$ cat config.mk
export PLATFORM = sky130hd
export DESIGN_NAME = transmitter_output
export DESIGN_NICKNAME = d
export VERILOG_FILES = /design/src/rtl/receiver_pkg.sv /design/src/rtl/transmitter_output_sample_tick_gen.sv /design/src/rtl/transmitter_output.sv
export SDC_FILE = /design/constraint.sdc
export NUM_CORES = 1
export LEC_CHECK = 0
export ABC_CLOCK_PERIOD_IN_PS = 2100
export CELL_PAD_IN_SITES_DETAIL_PLACEMENT = 0
export CELL_PAD_IN_SITES_GLOBAL_PLACEMENT = 1
export CORE_AREA = 4 4 130 132
export DETAILED_ROUTE_END_ITERATION = 7
export DIE_AREA = 0 0 134 136
export MAX_ROUTING_LAYER = met4
export PLACE_DENSITY_LB_ADDON = 0.12
export SKIP_CTS_REPAIR_TIMING = 1
export SYNTH_ARGS = -nofsm -noshare
export SYNTH_HDL_FRONTEND = slang
export SYNTH_SLANG_ARGS = --single-unit
export TNS_END_PERCENT = 100
$ cat constraint.sdc
create_clock -name dsp_clk -period 2.1 [get_ports dsp_clk]
set_input_delay 0.525 -clock dsp_clk [delete_from_list [all_inputs] [get_ports dsp_clk]]
set_output_delay 0.525 -clock dsp_clk [all_outputs]
set_load 0.02 [all_outputs]
$ cat src/rtl/receiver_pkg.sv
// Shared sample-memory layout and transmitter state encoding, common to the
// receiver write side and the transmitter read side.
package receiver_pkg;

  localparam int unsigned RX_ADDR_W = 16;
  localparam int unsigned RX_DATA_W = 16;

  // Interleaved I/Q layout: each pair occupies two consecutive words.
  localparam int unsigned IQ_I_OFS  = 0;
  localparam int unsigned IQ_Q_OFS  = 1;
  localparam int unsigned IQ_STRIDE = 2;

  typedef enum logic [2:0] {
    ST_IDLE      = 3'd0,
    ST_FETCH_I   = 3'd1,
    ST_FETCH_Q   = 3'd2,
    ST_CAPTURE   = 3'd3,
    ST_WAIT_TICK = 3'd4,
    ST_DRAIN     = 3'd5
  } tx_state_e;

endpackage

$ cat src/rtl/transmitter_output_sample_tick_gen.sv
// Output-rate divider: counts DIV cycles while enabled and flags the last one.
// A synchronous clear holds the count at zero.
module sample_tick_gen #(
  parameter int unsigned DIV = 25
) (
  input  logic clk,
  input  logic rst,
  input  logic en,
  input  logic clr,
  output logic tick
);

  localparam logic [15:0] CNT_LAST = 16'(DIV - 1);

  logic [15:0] cnt_q;
  logic [15:0] cnt_d;

  assign tick = en && !clr && (cnt_q == CNT_LAST);

  always_comb begin
    cnt_d = cnt_q;
    if (clr) begin
      cnt_d = 16'd0;
    end else if (en) begin
      cnt_d = tick ? 16'd0 : (cnt_q + 16'd1);
    end else begin
      cnt_d = cnt_q;
    end
  end

  always_ff @(posedge clk) begin
    if (!rst) begin
      cnt_q <= 16'd0;
    end else begin
      cnt_q <= cnt_d;
    end
  end

endmodule

$ cat src/rtl/transmitter_output.sv
// Reads interleaved I/Q words from sample memory and presents them at a fixed
// rate of one pair per DIV clocks. Define TX_OUTPUT_LOOP_EN to repeat bursts until stop.
module transmitter_output
  import receiver_pkg::*;
#(
  parameter int unsigned ADDR_W = RX_ADDR_W,
  parameter int unsigned DATA_W = RX_DATA_W,
  parameter int unsigned DIV    = 25
) (
  input  logic              dsp_clk,
  input  logic              rst,
  input  logic              start,
  input  logic              stop,
  input  logic [ADDR_W-1:0] base_addr,
  input  logic [15:0]       num_samples,
  output logic              read_en,
  output logic [ADDR_W-1:0] read_addr,
  input  logic [DATA_W-1:0] read_data,
  output logic [DATA_W-1:0] inphase_output,
  output logic [DATA_W-1:0] quad_output,
  output logic              sample_valid,
  output logic              busy,
  output logic              done
);

  tx_state_e         state_q, state_d;
  logic [ADDR_W-1:0] ptr_q, ptr_d;
  logic [15:0]       rem_q, rem_d;
  logic [DATA_W-1:0] pend_i_q, pend_i_d, pend_q_q, pend_q_d;
  logic [DATA_W-1:0] out_i_q, out_i_d, out_q_q, out_q_d;
  logic              valid_q, valid_d, busy_q, busy_d, done_q, done_d;
  logic              rd_en_q, rd_en_d;
  logic [ADDR_W-1:0] rd_addr_q, rd_addr_d;
  logic              tick;
`ifdef TX_OUTPUT_LOOP_EN
  logic [ADDR_W-1:0] base_q, base_d;
  logic [15:0]       count_q, count_d;
`endif

  sample_tick_gen #(.DIV(DIV)) u_tick (
    .clk  (dsp_clk),
    .rst  (rst),
    .en   (busy_q),
    .clr  (state_q == ST_IDLE),
    .tick (tick)
  );

  // Next-state, datapath and registered-output computation.
  always_comb begin
    state_d   = state_q;
    ptr_d     = ptr_q;
    rem_d     = rem_q;
    pend_i_d  = pend_i_q;
    pend_q_d  = pend_q_q;
    out_i_d   = out_i_q;
    out_q_d   = out_q_q;
    valid_d   = 1'b0;
    busy_d    = busy_q;
    done_d    = 1'b0;
    rd_en_d   = 1'b0;
    rd_addr_d = '0;
`ifdef TX_OUTPUT_LOOP_EN
    base_d    = base_q;
    count_d   = count_q;
`endif
    case (state_q)
      ST_IDLE: begin
        if (start && !stop) begin
          ptr_d = base_addr;
          rem_d = num_samples;
`ifdef TX_OUTPUT_LOOP_EN
          base_d  = base_addr;
          count_d = num_samples;
`endif
          if (num_samples == 16'd0) begin
            done_d = 1'b1;
          end else begin
            busy_d    = 1'b1;
            state_d   = ST_FETCH_I;
            rd_en_d   = 1'b1;
            rd_addr_d = base_addr + ADDR_W'(IQ_I_OFS);
          end
        end else begin
          state_d = ST_IDLE;
        end
      end
      ST_FETCH_I: begin
        state_d   = ST_FETCH_Q;
        rd_en_d   = 1'b1;
        rd_addr_d = ptr_q + ADDR_W'(IQ_Q_OFS);
      end
      ST_FETCH_Q: begin
        pend_i_d = read_data;
        state_d  = ST_CAPTURE;
      end
      ST_CAPTURE: begin
        pend_q_d = read_data;
        ptr_d    = ptr_q + ADDR_W'(IQ_STRIDE);
        state_d  = ST_WAIT_TICK;
      end
      ST_WAIT_TICK: begin
        if (tick) begin
          out_i_d = pend_i_q;
          out_q_d = pend_q_q;
          valid_d = 1'b1;
          rem_d   = rem_q - 16'd1;
          if (rem_q == 16'd1) begin
`ifdef TX_OUTPUT_LOOP_EN
            ptr_d     = base_q;
            rem_d     = count_q;
            state_d   = ST_FETCH_I;
            rd_en_d   = 1'b1;
            rd_addr_d = base_q + ADDR_W'(IQ_I_OFS);
`else
            state_d = ST_DRAIN;
`endif
          end else begin
            state_d   = ST_FETCH_I;
            rd_en_d   = 1'b1;
            rd_addr_d = ptr_q + ADDR_W'(IQ_I_OFS);
          end
        end else begin
          state_d = ST_WAIT_TICK;
        end
      end
      ST_DRAIN: begin
        if (tick) begin
          out_i_d = '0;
          out_q_d = '0;
          done_d  = 1'b1;
          busy_d  = 1'b0;
          state_d = ST_IDLE;
        end else begin
          state_d = ST_DRAIN;
        end
      end
      default: begin
        state_d = ST_IDLE;
        busy_d  = 1'b0;
      end
    endcase

    // Abort overrides whatever the active state decided this cycle.
    if (stop && (state_q != ST_IDLE)) begin
      state_d   = ST_IDLE;
      out_i_d   = '0;
      out_q_d   = '0;
      valid_d   = 1'b0;
      busy_d    = 1'b0;
      done_d    = 1'b0;
      rd_en_d   = 1'b0;
      rd_addr_d = '0;
    end else begin
      busy_d = busy_d;
    end
  end

  // State and output registers with synchronous active-low reset.
  always_ff @(posedge dsp_clk) begin
    if (!rst) begin
      state_q   <= ST_IDLE;
      ptr_q     <= '0;
      rem_q     <= 16'd0;
      pend_i_q  <= '0;
      pend_q_q  <= '0;
      out_i_q   <= '0;
      out_q_q   <= '0;
      valid_q   <= 1'b0;
      busy_q    <= 1'b0;
      done_q    <= 1'b0;
      rd_en_q   <= 1'b0;
      rd_addr_q <= '0;
`ifdef TX_OUTPUT_LOOP_EN
      base_q    <= '0;
      count_q   <= 16'd0;
`endif
    end else begin
      state_q   <= state_d;
      ptr_q     <= ptr_d;
      rem_q     <= rem_d;
      pend_i_q  <= pend_i_d;
      pend_q_q  <= pend_q_d;
      out_i_q   <= out_i_d;
      out_q_q   <= out_q_d;
      valid_q   <= valid_d;
      busy_q    <= busy_d;
      done_q    <= done_d;
      rd_en_q   <= rd_en_d;
      rd_addr_q <= rd_addr_d;
`ifdef TX_OUTPUT_LOOP_EN
      base_q    <= base_d;
      count_q   <= count_d;
`endif
    end
  end

  assign read_en        = rd_en_q;
  assign read_addr      = rd_addr_q;
  assign inphase_output = out_i_q;
  assign quad_output    = out_q_q;
  assign sample_valid   = valid_q;
  assign busy           = busy_q;
  assign done           = done_q;

endmodule

==> results of run 1 <==
-- metal layers --
metal / track usage, % / routed length, µm
met5: - / 0
met3: 4.00 / 741
met2: 31.8 / 8520
met4: 6.17 / 206
met1: 24.3 / 7940
-- cell families (layout without fill, tap and decap cells) --
logic type,count (synthesis),after routing
AND/OR/NAND/NOR,282,282
buffers and inverters,62,202
adder cells (fa/ha/maj),6,6
flip-flops,135,135
multiplexers,1,1
XOR/XNOR,20,20
AO/OA/AOI/OAI,208,208
-- worst register-to-register path, delay by kind of cell, from the launching register on --
kind            cells  cell delay, ps
buf+inv             2             230
simple gates        3             770
fa+ha+maj           1             160
flops               1             360
compound gates      2             370
-- cell type report --
type | count | area (µm²) | area share, %
Clock inverter | 15 | 129 | 1.58
Sequential cell | 135 | 2700 | 33.2
Clock buffer | 17 | 425 | 5.22
Multi-Input combinational cell | 517 | 3040 | 37.4
Inverter | 9 | 33.8 | 0.415
Timing Repair Buffer | 161 | 1540 | 18.9
Tap cell | 216 | 270 | 3.32
-- cells in the mapped netlist, types with 10 or more instances --
library cell	instances	area share, %
xor2_1	12	1.7
o211ai_1	12	1.5
nand4_1	11	1.1
a31oi_1	10	1.0
clkbuf_1	26	1.6
nor2_1	68	4.2
nor3_1	15	1.2
a21oi_1	85	7.0
dfxtp_1	135	45
a22o_1	26	3.8
nor4_1	14	1.4
a22oi_1	22	2.7
nand3_1	28	2.3
o21ai_0	20	1.7
nand2_1	103	6.4
buf_2	14	1.2
-- through the flow --
step	instance area [µm²]	setup slack [ps]	TNS, ps
3_5_place_dp	7570	-420	-7710
3_3_place_gp	7570	-398	-7140
6_report	8150	91.3	0
4_1_cts	8120	-75.2	-75.2
5_1_grt	8150	-3.43	-3.43
2_1_floorplan	6050	220	0
-- worst paths after layout --
kind,start,end,slack (ps),depth (start not counted)
min reg2reg,pend_q_q[4]$_SDFFE_PN0P_,pend_q_q[4]$_SDFFE_PN0P_,460,2
max,u_tick.cnt_q[0]$_SDFFE_PP0P_,read_addr[3]$_SDFF_PP0_,90,8
max reg2reg,u_tick.cnt_q[0]$_SDFFE_PP0P_,read_addr[3]$_SDFF_PP0_,90,8
min,pend_q_q[4]$_SDFFE_PN0P_,pend_q_q[4]$_SDFFE_PN0P_,460,2
-- sequential cells by signal, indices dropped and copies added (netlist names), 16 cells and up --
register        count
inphase_output     16
pend_i_q           16
pend_q_q           16
ptr_q              16
quad_output        16
read_addr          16
rem_q              16
u_tick.cnt_q       16
-- power groups by stage --
stage,clock (mW),sequential (mW),combinational (mW)
2_1_floorplan,0,2.77,0.436
3_3_place_gp,0,2.78,0.787
3_5_place_dp,0,2.78,0.798
4_1_cts,2.86,2.72,0.802
5_1_grt,2.97,2.74,0.877
6_report,2.81,2.73,0.803
==> results.tsv, run 1 <==
stage	metric	value	unit
critical_path	crit path cell chain	inv_1, ha_1, nor4b_4, and4_2, and3_1, buf_12, o21ai_0, a31oi_1	
yosys	Post-Synth Adder-Cell Area	1.24	%
critical_path	CP Class	flop to flop	
sta	Tcrit/Tclk final	95.7	%
floorplanning	Die H	136	µm
layout	commonest non-fill, non-tap cell in the layout	dfxtp_1	
sta	final hold violations	0	
yosys	Mapped Nets	772	
sta	Min Hold Slack	456	ps
clock_tree	Root Buffer	clkbuf_16	
yosys	Seq cells post-synth	135	
sta	Final min period	2010	ps
power_and_ir_drop	total power	6.34	mW
global_route	GRT Overall Usage	19.5	%
critical_path	Max stage delay cell, worst path	dfxtp_1	
routing	drt total wl	17400	µm
yosys	share of flip-flops with an asynchronous set or reset	0	%
critical_path	max incr delay on CP	360	ps
yosys	largest family of logic cells by synthesized area	simple AND/OR/NAND/NOR gates	
job	maximum capacitance violations	0	
yosys	count of cell types in the netlist	67	
routing	Iteration-0 DRC Markers	454	
floorplanning	starting density of the core	38.5	%
yosys	mux contribution to synthesized area	0.165	%
layout	Area Growth Syn to Fin	34.7	%
critical_path	CP required	2410	ps
power_and_ir_drop	Comb power frac	12.7	%
layout	fill cell count	1518	
critical_path	crit path buf inv count	2	
floorplanning	width of the chip	134	µm
layout	antenna cells	0	
yosys	sequential-to-total area share from yosys stat	44.7	%
layout	non-filler cells, final	1070	
critical_path	critical path arrival	2320	ps
clock_tree	Reg clk slew, reported paths	60	ps
floorplanning	Core Box Area	15700	µm²
layout	share of layout cells above drive strength 1	13.9	%
placement	Placed Cells incl. Taps	1038	
power_and_ir_drop	Psw	1.78	mW
power_and_ir_drop	Leak	2.88	nW
placement	HPWL after detailed placement	12200	µm
placement	RePlAce Congestion	0.854	
sta	Final Slew Violations	0	
sta	worst relative slew slack	49.8	%
sta	Final Skew	10.3	ps
layout	final core occ	51.9	%
clock_tree	Num CTS Buffers	17	
global_route	first-pass GRT wire length	28000	µm
yosys	main flop type after synthesis	dfxtp_1	
min_path	HP Class	flop to flop	
clock_tree	clock buffer depth	2	
placement	PortBufs	103	
layout	fin nets	899	
yosys	synth warn	0	
routing	router iterations before antenna repair	5	
clock_tree	Clk Latency, worst-skew pair	430	ps
floorplanning	I/O pins	104	
critical_path	Worst Setup End Kind	flop	
critical_path	CP Launch Type	flop	
yosys	Post-synth EDFFs	0	
sta	final setup vio count	0	
global_route	largest net degree at the start of global routing	63	
layout	most frequent cells in the layout	dfxtp_1, nand2_1, clkdlybuf4s50_1	
yosys	Synth Instances	714	
sta	Slew @ Worst Pin	752	ps
routing	WL/cell	16.3	µm
routing	Vias/cell	5.39	
routing	post-route ant nets	0	
yosys	Synth Area in Compound Gates	22.5	%
yosys	Synth Area in XOR/XNOR	2.89	%
outcome	status	complete, no violations	
floorplanning	row count	46	
power_and_ir_drop	Internal Power	4.56	mW
power_and_ir_drop	pwr dens	778	nW/µm²
global_route	grt ovf	0	
yosys	Post-Synthesis Cell Area	6050	µm²
critical_path	cell family with most CP delay	simple AND/OR/NAND/NOR gates	
clock_tree	CTS Sinks	135	
floorplanning	Die Footprint	18200	µm²
clock_tree	CTS tree	yes	
global_route	vias in the first global route	5626	
power_and_ir_drop	maximum vdd ir drop	599	µV
yosys	Simple-Gate Fraction of Synth Area	23.0	%
global_route	antenna violations before repair	0	
clock_tree	maximum level of the CTS H-tree	4	
power_and_ir_drop	clock group share of total power	44.3	%
power_and_ir_drop	Sw Share	28.1	%
power_and_ir_drop	Flop pwr share	43.0	%
routing	Residual DRC	0	
critical_path	CP max FO	17	
sta	FMAX	0.498	GHz
routing	via count	5765	
yosys	Avg Synthesized Cell Area	8.47	µm²
(Power assumes the default switching activity.)
==> run 2, diff against run 1 <==
--- a/config.mk
+++ b/config.mk
@@ -7,8 +7,8 @@
 export LEC_CHECK = 0
-export ABC_CLOCK_PERIOD_IN_PS = 2100
+export ABC_CLOCK_PERIOD_IN_PS = 1700
 export CELL_PAD_IN_SITES_DETAIL_PLACEMENT = 0
 export CELL_PAD_IN_SITES_GLOBAL_PLACEMENT = 1
-export CORE_AREA = 4 4 130 132
+export CORE_AREA = 4 4 135 137
 export DETAILED_ROUTE_END_ITERATION = 7
-export DIE_AREA = 0 0 134 136
+export DIE_AREA = 0 0 139 141
 export MAX_ROUTING_LAYER = met4
==> constraint.sdc (replaced) <==
create_clock -name dsp_clk -period 1.7 [get_ports dsp_clk]
set_input_delay 0.34 -clock dsp_clk [delete_from_list [all_inputs] [get_ports dsp_clk]]
set_output_delay 0.34 -clock dsp_clk [all_outputs]
set_load 0.02 [all_outputs]
==> run 2 against run 1 <==
The run now ends with setup timing left. Hold slack worse by 95 ps. Global-route usage decreased by 0.44 points. Non-clock buffer count rose by 96. Sequential share of layout area is 5.4 points lower. Die area up 7.5%. Wire length grew 16%. Via count grew 8.9%. Combinational power is 78% higher. Power is 35% higher. Critical endpoint is now inphase_output[15]$_SDFFE_PP0P_. Largest cell class unchanged. Highest routed layer unchanged.
==> results.tsv, run 2 (synthesis results as in run 1) <==
stage	metric	value	unit
outcome	status	finished with violations	
outcome	failing checks	setup timing	
routing	Max Used Layer	met4	
routing	met3 WL	740	µm
power_and_ir_drop	total power	8.56	mW
min_path	worst hold path cell count	4	
sta	Final Skew	9.12	ps
floorplanning	Die Footprint	19600	µm²
global_route	vias in the first global route	5919	
sta	worst relative slew slack	66.3	%
clock_tree	Clk Latency, worst-skew pair	430	ps
routing	Vias/cell	5.33	
critical_path	CP Launch Type	flop	
global_route	grt ovf	0	
layout	non-filler cells, final	1178	
placement	Post-DP Area	8120	µm²
layout	antenna cells	0	
placement	DP Worst Slack	-450	ps
sta	FMAX	0.542	GHz
routing	drt total wl	20300	µm
critical_path	CP Class	flop to flop	
min_path	hold endpoint	rem_q[11]$_SDFFE_PN0P_	
sta	Final min period	1840	ps
global_route	GRT Overall Usage	19.0	%
clock_tree	CTS tree	yes	
clock_tree	Root Buffer	clkbuf_16	
critical_path	CP required	2020	ps
floorplanning	I/O pins	104	
routing	Iteration-0 DRC Markers	362	
routing	Residual DRC	0	
critical_path	Worst Setup End Kind	flop	
layout	final core occ	57.5	%
job	maximum capacitance violations	0	
power_and_ir_drop	maximum vdd ir drop	744	µV
layout	design area	9810	µm²
critical_path	max incr delay on CP	320	ps
placement	Placed Cells incl. Taps	1108	
critical_path	crit path launch	u_tick.cnt_q[1]$_SDFFE_PP0P_	
global_route	largest net degree at the start of global routing	40	
clock_tree	Num CTS Buffers	17	
routing	DRT met1 WL	9210	µm
routing	post-route ant nets	0	
layout	Area Growth Syn to Fin	62.2	%
global_route	antenna violations before repair	0	
critical_path	critical path arrival	2170	ps
clock_tree	Reg clk slew, reported paths	70	ps
clock_tree	clock buffer depth	2	
critical_path	CP max FO	7	
global_route	first-pass GRT wire length	29800	µm
min_path	HP Class	primary input to flop	
critical_path	flop2flop setup slack	-140	ps
power_and_ir_drop	Leak	4.42	nW
sta	slack of the critical path	-145	ps
critical_path	crit path cell chain	inv_2, ha_4, nor4b_4, buf_4, nand4_4, a21oi_4, buf_12, a21oi_4, a22o_1	
placement	RePlAce Congestion	0.840	
sta	Final Slew Violations	0	
floorplanning	Core Box Area	17100	µm²
routing	via count	6280	
sta	final hold violations	0	
routing	router iterations before antenna repair	4	
critical_path	cell family with most CP delay	compound AO/OA/AOI/OAI gates	
sta	Tcrit/Tclk final	109	%
routing	WL/cell	17.2	µm
critical_path	Max stage delay cell, worst path	dfxtp_2	
floorplanning	Die H	141	µm
floorplanning	row count	48	
clock_tree	maximum level of the CTS H-tree	4	
sta	Slew @ Worst Pin	505	ps
critical_path	Reg2Reg Launch Point	u_tick.cnt_q[1]$_SDFFE_PP0P_	
floorplanning	width of the chip	139	µm
critical_path	crit path buf inv count	3	
critical_path	most frequent CP cell	a21oi_4	
sta	RSZ-0062 raised after global routing	yes	
sta	final setup vio count	57	
critical_path	Reg2Reg Depth	9	
routing	metal2 WL	9930	µm
layout	most frequent cells in the layout	dfxtp_1, buf_4, nand2_1	
layout	fin nets	998	
min_path	worst hold start	num_samples[11]	
floorplanning	starting density of the core	35.5	%
clock_tree	CTS Sinks	135	
power_and_ir_drop	pwr dens	872	nW/µm²
placement	HPWL after detailed placement	13100	µm
layout	commonest non-fill, non-tap cell in the layout	dfxtp_1	
layout	share of layout cells above drive strength 1	30.7	%
critical_path	r2r endpoint	inphase_output[15]$_SDFFE_PP0P_	
placement	PortBufs	103	
## run 2: cell count changes in the layout (fill, tap and decap cells not counted), moves of 16 or more
| cell | before | now |
|---|---|---|
| buf_4 | 52 | 116 |
| clkdlybuf4s50_1 | 102 | 54 |
| dlymetal6s2s_1 | 1 | 49 |
| buf_6 | 0 | 16 |
| o21ai_0 | 20 | 4 |
## run 2: cell type report
cell class                 instances  area, µm²
clock inverter                    15        169
tap                              225        282
fill                            1504       7240
inverter                           9       40.0
clock buffer                      17        425
sequential                       135       2720
multi-input combinational        520       3540
timing repair buffer             257       2640
## run 2: worst min-delay path, cell delays in order
cell	delay, ps
dlymetal6s2s_1	170
nand2_1	70
a21o_1	100
a21oi_1	50
## run 2: worst max-delay path by stage
stage                                                 end  depth (start not counted)  slack, ps
after detailed placement          read_addr[8]$_SDFF_PP0_                          7       -450
after CTS                                            busy                          2       -250
after global placement            read_addr[6]$_SDFF_PP0_                          7       -420
after global routing      inphase_output[12]$_SDFFE_PP0P_                          9       -230
after floorplan            inphase_output[0]$_SDFFE_PP0P_                          8        -20
final                     inphase_output[15]$_SDFFE_PP0P_                          9       -140
## run 2: power breakdown
part	internal (mW)	switching [mW]	total, mW
registers	3.26	0.0881	3.35
clock network	2.11	1.67	3.77
logic	0.719	0.714	1.43
total	6.09	2.47	8.56
## run 2: stage by stage
step | TNS, ps | hold WS, ps
2_1_floorplan | -17.2 | 436
3_3_place_gp | -19530 | 442
3_5_place_dp | -21170 | 446
4_1_cts | -11060 | 455
5_1_grt | -9610 | 361
6_report | -3840 | 361
## run 2: metal layers
metal,GRT usage [%],vias to the layer above
met1,23.8,3046
met5,-,-
li1,-,3045
met4,6.85,0
met3,3.97,32
met2,30.6,157
